[config.mk]
export PLATFORM = sky130hd
export DESIGN_NAME = delay_timer
export DESIGN_NICKNAME = d
export VERILOG_FILES = /design/src/rtl/delay_timer_pkg.sv /design/src/rtl/start_edge_detect.sv /design/src/rtl/delay_timer.sv
export SDC_FILE = /design/constraint.sdc
export NUM_CORES = 1
export LEC_CHECK = 0
export ABC_AREA = 1
export BUFFER_PORTS_ARGS = -buffer_cell sky130_fd_sc_hd__buf_2
export CORE_MARGIN = 4
export CORE_UTILIZATION = 60
export CTS_BUF_LIST = sky130_fd_sc_hd__clkbuf_8
export CTS_CLUSTER_SIZE = 8
export DETAILED_ROUTE_END_ITERATION = 10
export GPL_TIMING_DRIVEN = 0
export PLACE_DENSITY = 0.93
export SYNTH_ARGS = -nofsm -noshare
export SYNTH_HDL_FRONTEND = slang
export SYNTH_SLANG_ARGS = --single-unit
[constraint.sdc]
create_clock -name clk -period 4.6 [get_ports clk]
set_clock_uncertainty 0.2 [all_clocks]
set_input_delay 1.38 -clock clk [delete_from_list [all_inputs] [get_ports clk]]
set_output_delay 1.38 -clock clk [all_outputs]
set_load 0.01 [all_outputs]
[src/rtl/delay_timer_pkg.sv]
// delay_timer shared types and default constants.
// Used by delay_timer and start_edge_detect.
package delay_timer_pkg;

  localparam int DT_CNT_W        = 16;
  localparam int DT_DELAY_CYCLES = 5;

  typedef enum logic [1:0] {
    IDLE  = 2'd0,
    COUNT = 2'd1,
    FIRE  = 2'd2
  } dt_state_e;

endpackage

[src/rtl/start_edge_detect.sv]
// Registers start and flags its rising edge.
// start_q resets low, so a start held through reset reads as an edge.
module start_edge_detect
  import delay_timer_pkg::*;
(
  input  logic clk,
  input  logic rst_n,
  input  logic start,
  output logic rise
);

  logic start_q;

  always_ff @(posedge clk or negedge rst_n) begin
    if (!rst_n) begin
      start_q <= 1'b0;
    end else begin
      start_q <= start;
    end
  end

  assign rise = start & ~start_q;

endmodule

[src/rtl/delay_timer.sv]
// Single-shot delay timer: start edge -> DELAY_CYCLES -> one-cycle done.
// Define DELAY_TIMER_RETRIGGER_EN to let edges during COUNT reload the delay.
module delay_timer
  import delay_timer_pkg::*;
#(
  parameter int DELAY_CYCLES = DT_DELAY_CYCLES,
  parameter int CNT_W        = DT_CNT_W
) (
  input  logic             clk,
  input  logic             rst_n,
  input  logic             start,
  output logic             done,
  output logic             busy,
  output logic [CNT_W-1:0] remaining
);

  localparam longint unsigned MAX_DELAY =
    (64'd1 << CNT_W) - 64'd1;

  if (DELAY_CYCLES < 1 ||
      64'(DELAY_CYCLES) > MAX_DELAY) begin : g_bad_delay
    $error("delay_timer: DELAY_CYCLES out of range");
  end

  localparam logic [CNT_W-1:0] LOAD = CNT_W'(DELAY_CYCLES);
  localparam logic [CNT_W-1:0] ONE  = CNT_W'(1);

  logic             rise;
  logic             reload;
  dt_state_e        state_q;
  dt_state_e        state_d;
  logic [CNT_W-1:0] cnt_q;
  logic [CNT_W-1:0] cnt_d;
  logic             done_q;
  logic             done_d;
  logic             busy_q;
  logic             busy_d;

  start_edge_detect u_edge (
    .clk   (clk),
    .rst_n (rst_n),
    .start (start),
    .rise  (rise)
  );

`ifdef DELAY_TIMER_RETRIGGER_EN
  assign reload = rise;
`else
  assign reload = 1'b0;
`endif

  always_ff @(posedge clk or negedge rst_n) begin
    if (!rst_n) begin
      state_q <= IDLE;
      cnt_q   <= '0;
      done_q  <= 1'b0;
      busy_q  <= 1'b0;
    end else begin
      state_q <= state_d;
      cnt_q   <= cnt_d;
      done_q  <= done_d;
      busy_q  <= busy_d;
    end
  end

  always_comb begin
    state_d = state_q;
    cnt_d   = cnt_q;
    unique case (state_q)
      IDLE: begin
        if (rise) begin
          state_d = COUNT;
          cnt_d   = LOAD;
        end
      end
      COUNT: begin
        if (reload) begin
          cnt_d = LOAD;
        end else if (cnt_q <= ONE) begin
          // <= rather than == keeps the count from ever wrapping
          state_d = FIRE;
          cnt_d   = '0;
        end else begin
          cnt_d = cnt_q - ONE;
        end
      end
      FIRE: begin
        if (rise) begin
          state_d = COUNT;
          cnt_d   = LOAD;
        end else begin
          state_d = IDLE;
          cnt_d   = '0;
        end
      end
      default: begin
        state_d = IDLE;
        cnt_d   = '0;
      end
    endcase
  end

  always_comb begin
    done_d = (state_d == FIRE);
    busy_d = (state_d == COUNT);
  end

  assign done      = done_q;
  assign busy      = busy_q;
  assign remaining = cnt_q;

endmodule

==> reports/metrics.cfg, run 1 <==
[die]
die_area_sq_um=2760
ios=21
rows=15
start_util_pct=66.1
core_sq_um=1800
fp.dieH_um=52.6
die_x_um=52.6

[synth]
synth-simple-area-share_pct=37.4
yosysUniqueCellTypes=21
avgSynthCellArea_sq_um=7.35
synth_compound_area_share_pct=2.52
seq_area_frac_synth_pct=44.1
synth_area_sq_um=1190
syn-num-nets=167
ys_ff_latch=21
yosys_warnings=0
synth_xor_area_share_pct=5.15
synth.area.mux_share_pct=0
synthCells=162
synthAdderAreaFrac_pct=2.10
synth_top_family_by_area=simple AND/OR/NAND/NOR gates

[cells_and_area]
drive_gt1_share_pct=18.3
area_growth_pct=14.8
nets=192
fill_cells=139
multi_input_area_sq_um=562
seq_area_sq_um=526
antenna-diode-count=0

[place]
place_hpwl_mm=1.84
io_buffers=20
routabilityCongestion=0.828

[cts]
root_buffer=clkbuf_8
cts_setup_buffers=0
ctsResizeCount=0
clkLatencyLatePin_ps=260
clk_path_buf_depth=2
htree_levels=1
tritoncts=yes
postCtsHoldBufs=0
clk_pin_slew_ps=80
numCtsBuffers=3
clock_sinks=21

[power_and_ir_drop]
power_per_cell_area_nw_per_um2=227
max-vdd-ir-drop_mv=0.192
power_mw=0.310
leakage_nw=0.677

[setup_path]
r2r_cells=10
cp.depth=1
critPathMaxFanout=5
crit_required_ps=3020
path_cells=buf_2
cpMaxStageDelayCell=dfrtp_1
cp_top_family=flip-flops
criticalPathCategory=register to output port
rrSetupSlack_ps=2720
startpoint_type=register
worstPathArrival_ps=920
critPathBufInv=1
cp-end-kind=output port
critPathMaxStageDelay_ps=480

[timing]
drv_slew=0
relSlewSlack_pct=70.1
hold_violations=0
fin_crit_sh_pct=54.3
grt_setup_unrepaired=false
max_freq_ghz=0.401
finalSetupViolCount=0
tightest_slew_ps=449
setup_tns_ps=0
period_minus_slack_ps=2500

[global_routing]
use_met3_pct=2.56
grt_use_total_pct=22.3
grt_max_degree=22
antenna_found_initial=0
grt_pass1_wl_mm=4.47
grt_pass1_vias=1038
use_met1_pct=26.4
grt_overflow=0
globalRouteMet2Util_pct=36.8
top_usage_layer=met2

[routing]
first_pass_iters=4
remaining_drc_errors=0
drt_iter0_drc=39
finalWirelength_mm=2.57
ant_nets=0
detail_route.wl_per_cell_um=12.2
num_vias=1059
viasPerCell=5.02

[worst_hold_path]
min_path_type=register to register
hold-path-cell-count=1

[status]
status=complete, no violations

[flow_run]
cap_viol_max_count=0

==> power by group <==
part | switching, mW | internal (mW) | total [mW]
sequential | 0.000126 | 0.185 | 0.185
clock | 0.0604 | 0.0596 | 0.120
combinational | 0.00410 | 0.000800 | 0.00490
==> Yosys cell counts <==
cell / n / area [sq um]
nand4_1: 3 / 18.8
dfrtp_1: 21 / 526
a21oi_1: 1 / 5.00
o21ai_0: 4 / 20.0
inv_1: 22 / 82.6
nand2_1: 42 / 158
nor2_4: 2 / 22.5
buf_6: 1 / 11.3
inv_2: 1 / 3.75
nor2_2: 1 / 6.26
o21ai_1: 1 / 5.00
nand3_2: 1 / 10.0
nand2_2: 2 / 12.5
nor3_1: 2 / 10.0
xnor2_1: 1 / 8.76
nand3_1: 10 / 50.1
xor2_1: 6 / 52.6
inv_4: 1 / 6.26
nand2_4: 2 / 22.5
nor2_1: 36 / 135
ha_1: 2 / 25.0
==> state kept, by name, indices dropped and copies added, names as in the netlist <==
signal / cells
remaining: 16
state_q: 2
done: 1
busy: 1
u_edge.start_q: 1
==> per-layer routing <==
| layer | vias to the layer above | wire, um |
|---|---|---|
| li1 | 539 | - |
| met1 | 459 | 1130 |
| met2 | 52 | 1180 |
| met3 | 9 | 172 |
| met4 | 0 | 89 |
| met5 | - | 0 |
==> stage by stage <==
stage	instance area (sq um)	hold WS [ps]	std cells	utilization, %	setup WS, ps
5_1_grt	1370	330	211	75.9	2080
4_1_cts	1370	314	211	75.9	2110
3_5_place_dp	1320	303	207	73.4	2040
6_report	1370	310	211	75.9	2100
3_3_place_gp	1320	289	207	73.4	2060
2_1_floorplan	1190	275	162	-	2260
==> worst paths after layout <==
path,start,to
max,remaining[9],remaining[9]
min,state_q[1],state_q[1]
max reg2reg,remaining[0],remaining[10]
min reg2reg,state_q[1],state_q[1]
max in group asynchronous,rst_n,remaining[7]
min in group asynchronous,rst_n,remaining[2]
==> cell families after synthesis <==
| kind of cell | Yosys count |
|---|---|
| buf+inv | 25 |
| flops | 21 |
| xor+xnor | 7 |
| simple gates | 101 |
| compound gates | 6 |
| fa+ha+maj | 2 |
==> layout by cell type, fill, tap and decap left out, types with 2 or more instances in the layout <==
master and n:
xor2_1 6, nand2_4 2, nand2_1 42, nor2_1 36, nor3_1 2, ha_1 2
nand3_1 10, buf_2 20, dfrtp_1 21, o21ai_0 4, clkbuf_8 3, nor2_4 2
inv_1 23, nand4_1 3, nand2_2 2
==> area by class of cell <==
type	count	area share [%]
plain buffers	1	0.823
clock buffers	3	3.02
clock inverters	1	0.274
inverters	24	6.77
multi-input cells	116	41.1
flip-flops and latches	21	38.4
well taps	25	2.29
repair buffers	20	7.32
No activity file was read; power rests on OpenSTA's default activity.
==> inputs of run 2 (changes only) <==
--- a/config.mk
+++ b/config.mk
@@ -8,12 +8,12 @@
 export ABC_AREA = 1
 export BUFFER_PORTS_ARGS = -buffer_cell sky130_fd_sc_hd__buf_2
 export CORE_MARGIN = 4
-export CORE_UTILIZATION = 60
+export CORE_UTILIZATION = 51
 export CTS_BUF_LIST = sky130_fd_sc_hd__clkbuf_8
 export CTS_CLUSTER_SIZE = 8
 export DETAILED_ROUTE_END_ITERATION = 10
 export GPL_TIMING_DRIVEN = 0
-export PLACE_DENSITY = 0.93
+export PLACE_DENSITY = 0.85
 export SYNTH_ARGS = -nofsm -noshare
 export SYNTH_HDL_FRONTEND = slang
 export SYNTH_SLANG_ARGS = --single-unit
==> constraint.sdc (replaced) <==
create_clock -name clk -period 2.21 [get_ports clk]
set_clock_uncertainty 0.2 [all_clocks]
set_input_delay 0.663 -clock clk [delete_from_list [all_inputs] [get_ports clk]]
set_output_delay 0.663 -clock clk [all_outputs]
set_load 0.01 [all_outputs]
==> reports/metrics.cfg, run 2 (synthesized netlist as in run 1, its figures left out) <==
[place]
placed_area_sq_um=1330  ; +0.28%
io_buffers=20  ; unchanged
place_hpwl_mm=1.93  ; +4.9%
routabilityCongestion=0.808  ; -2.4%

[power_and_ir_drop]
clkPwrFrac_pct=38.3  ; -0.4 points
leakage_nw=0.677  ; unchanged
p_int_mw=0.510  ; +110%
combinationalPowerShare_pct=1.6  ; about the same
power_mw=0.641  ; +110%
max-vdd-ir-drop_mv=0.320  ; +67%
seq_power_share_pct=60.1  ; +0.4 points
power_per_cell_area_nw_per_um2=467  ; +110%
switchingPower_mw=0.130  ; +100%
switching_share_pct=20.3  ; -0.50 points

[routing]
first_pass_iters=4  ; unchanged
finalWirelength_mm=2.44  ; -5.4%
viasPerCell=5.00  ; -0.38%
ant_nets=0  ; unchanged
remaining_drc_errors=0  ; unchanged
detail_route.wl_per_cell_um=11.4  ; -6.7%
drt_iter0_drc=15  ; -62%
num_vias=1070  ; +1.0%

[cts]
root_buffer=clkbuf_8
cts_setup_buffers=0  ; unchanged
clk_path_buf_depth=2  ; unchanged
tritoncts=yes
htree_levels=1  ; unchanged
clk_pin_slew_ps=70  ; about the same
clock_sinks=21  ; unchanged
ctsResizeCount=0  ; unchanged
clkLatencyLatePin_ps=260  ; about the same
numCtsBuffers=3  ; unchanged
postCtsHoldBufs=0  ; unchanged

[flow_run]
cap_viol_max_count=0  ; unchanged

[cells_and_area]
layout_commonest_cell=nand2_1
drive_gt1_share_pct=18.3  ; unchanged
final_cell_mix=42 x nand2_1, 36 x nor2_1, 23 x inv_1
nets=192  ; unchanged
antenna-diode-count=0  ; unchanged
largest_reg_flops=16  ; unchanged
stdcell_area_sq_um=1370  ; +0.27%
area_growth_pct=15.1
final_util_pct=62.0  ; -14 points

[timing]
period_minus_slack_ps=1820
hold_ws_ps=142  ; -167 ps
setup_tns_ps=0  ; unchanged
drv_slew=0  ; unchanged
tightest_slew_ps=454  ; +4.62 ps
fin_crit_sh_pct=82.3
max_freq_ghz=0.550
hold_violations=0  ; unchanged
grt_setup_unrepaired=false
finalSetupViolCount=0  ; unchanged
relSlewSlack_pct=69.7  ; -0.31 points

[worst_hold_path]
min_path_type=input port to async pin

[setup_path]
critPathMaxStageDelay_ps=420  ; -60 ps
cpMaxStageDelayCell=dfrtp_1
crit_required_ps=2160  ; -860 ps
startpoint_type=register
cp_top_family=simple AND/OR/NAND/NOR gates
critPathBufInv=2  ; +1
critPathMaxFanout=10  ; +5
criticalPathCategory=register to register
worstPathArrival_ps=1770  ; +850 ps
cp-end-kind=register
path_cells=inv_1, ha_1, o21ai_0, nor2_1, nand2_2, nand2_4, nand2_4, inv_4, nor2_1

[global_routing]
grt_pass1_vias=1046  ; +0.77%
grt_max_degree=22  ; unchanged
grt_use_total_pct=17.0  ; -5.3 points
grt_pass1_wl_mm=4.32  ; -3.4%
antenna_found_initial=0  ; unchanged
grt_overflow=0  ; unchanged

[die]
die_x_um=56.3  ; +7.2%
die_area_sq_um=3170  ; +15%
start_util_pct=53.8  ; -12 points
core_sq_um=2210  ; +23%
ios=21  ; unchanged
fp.dieH_um=56.3  ; +7.2%
rows=17  ; +2

[status]
status=complete, no violations

run 2: final cells by class:
class	count	area, sq um
Clock buffer	3	41.3
Clock inverter	1	3.75
Timing Repair Buffer	20	100
Multi-Input combinational cell	116	562
Buffer	1	11.3
Sequential cell	21	526
Fill cell	208	841
Inverter	24	92.6
Tap cell	28	35.0
run 2: routing by layer:
layer / vias to the layer above / GRT usage [%] / part of all wire, %
li1: 541 / - / -
met1: 498 / 20.4 / 44
met2: 26 / 29.5 / 49
met3: 5 / 2.76 / 5.4
met4: 0 / 8.14 / 2.0
met5: - / 0 / 0
run 2: final timing paths:
| check | start | slack (ps) | to | depth (start not counted) |
|---|---|---|---|---|
| worst max register to register | remaining[0] | 390 | remaining[12] | 9 |
| max in group asynchronous | rst_n | 1360 | remaining[12] | 1 |
| worst max-delay path | remaining[0] | 390 | remaining[12] | 9 |
| min in group clk | state_q[1] | 320 | state_q[1] | 1 |
| worst min-delay path | rst_n | 140 | remaining[7] | 1 |
| worst min register to register | state_q[1] | 320 | state_q[1] | 1 |
run 2: power by group through the flow:
stage / Combinational [mW] / Clock (mW) / Sequential (mW)
2_1_floorplan: 0.00136 / 0 / 0.393
5_1_grt: 0.0124 / 0.270 / 0.385
6_report: 0.0102 / 0.245 / 0.385
3_3_place_gp: 0.0105 / 0 / 0.393
3_5_place_dp: 0.0108 / 0 / 0.393
4_1_cts: 0.0108 / 0.251 / 0.385
run 2: metrics by stage:
step / setup WS [ps] / std cells
finish: 391 / 214
global route: 205 / 214
CTS: 374 / 214
detailed placement: 371 / 210
global placement: 402 / 210
floorplan: 562 / 162
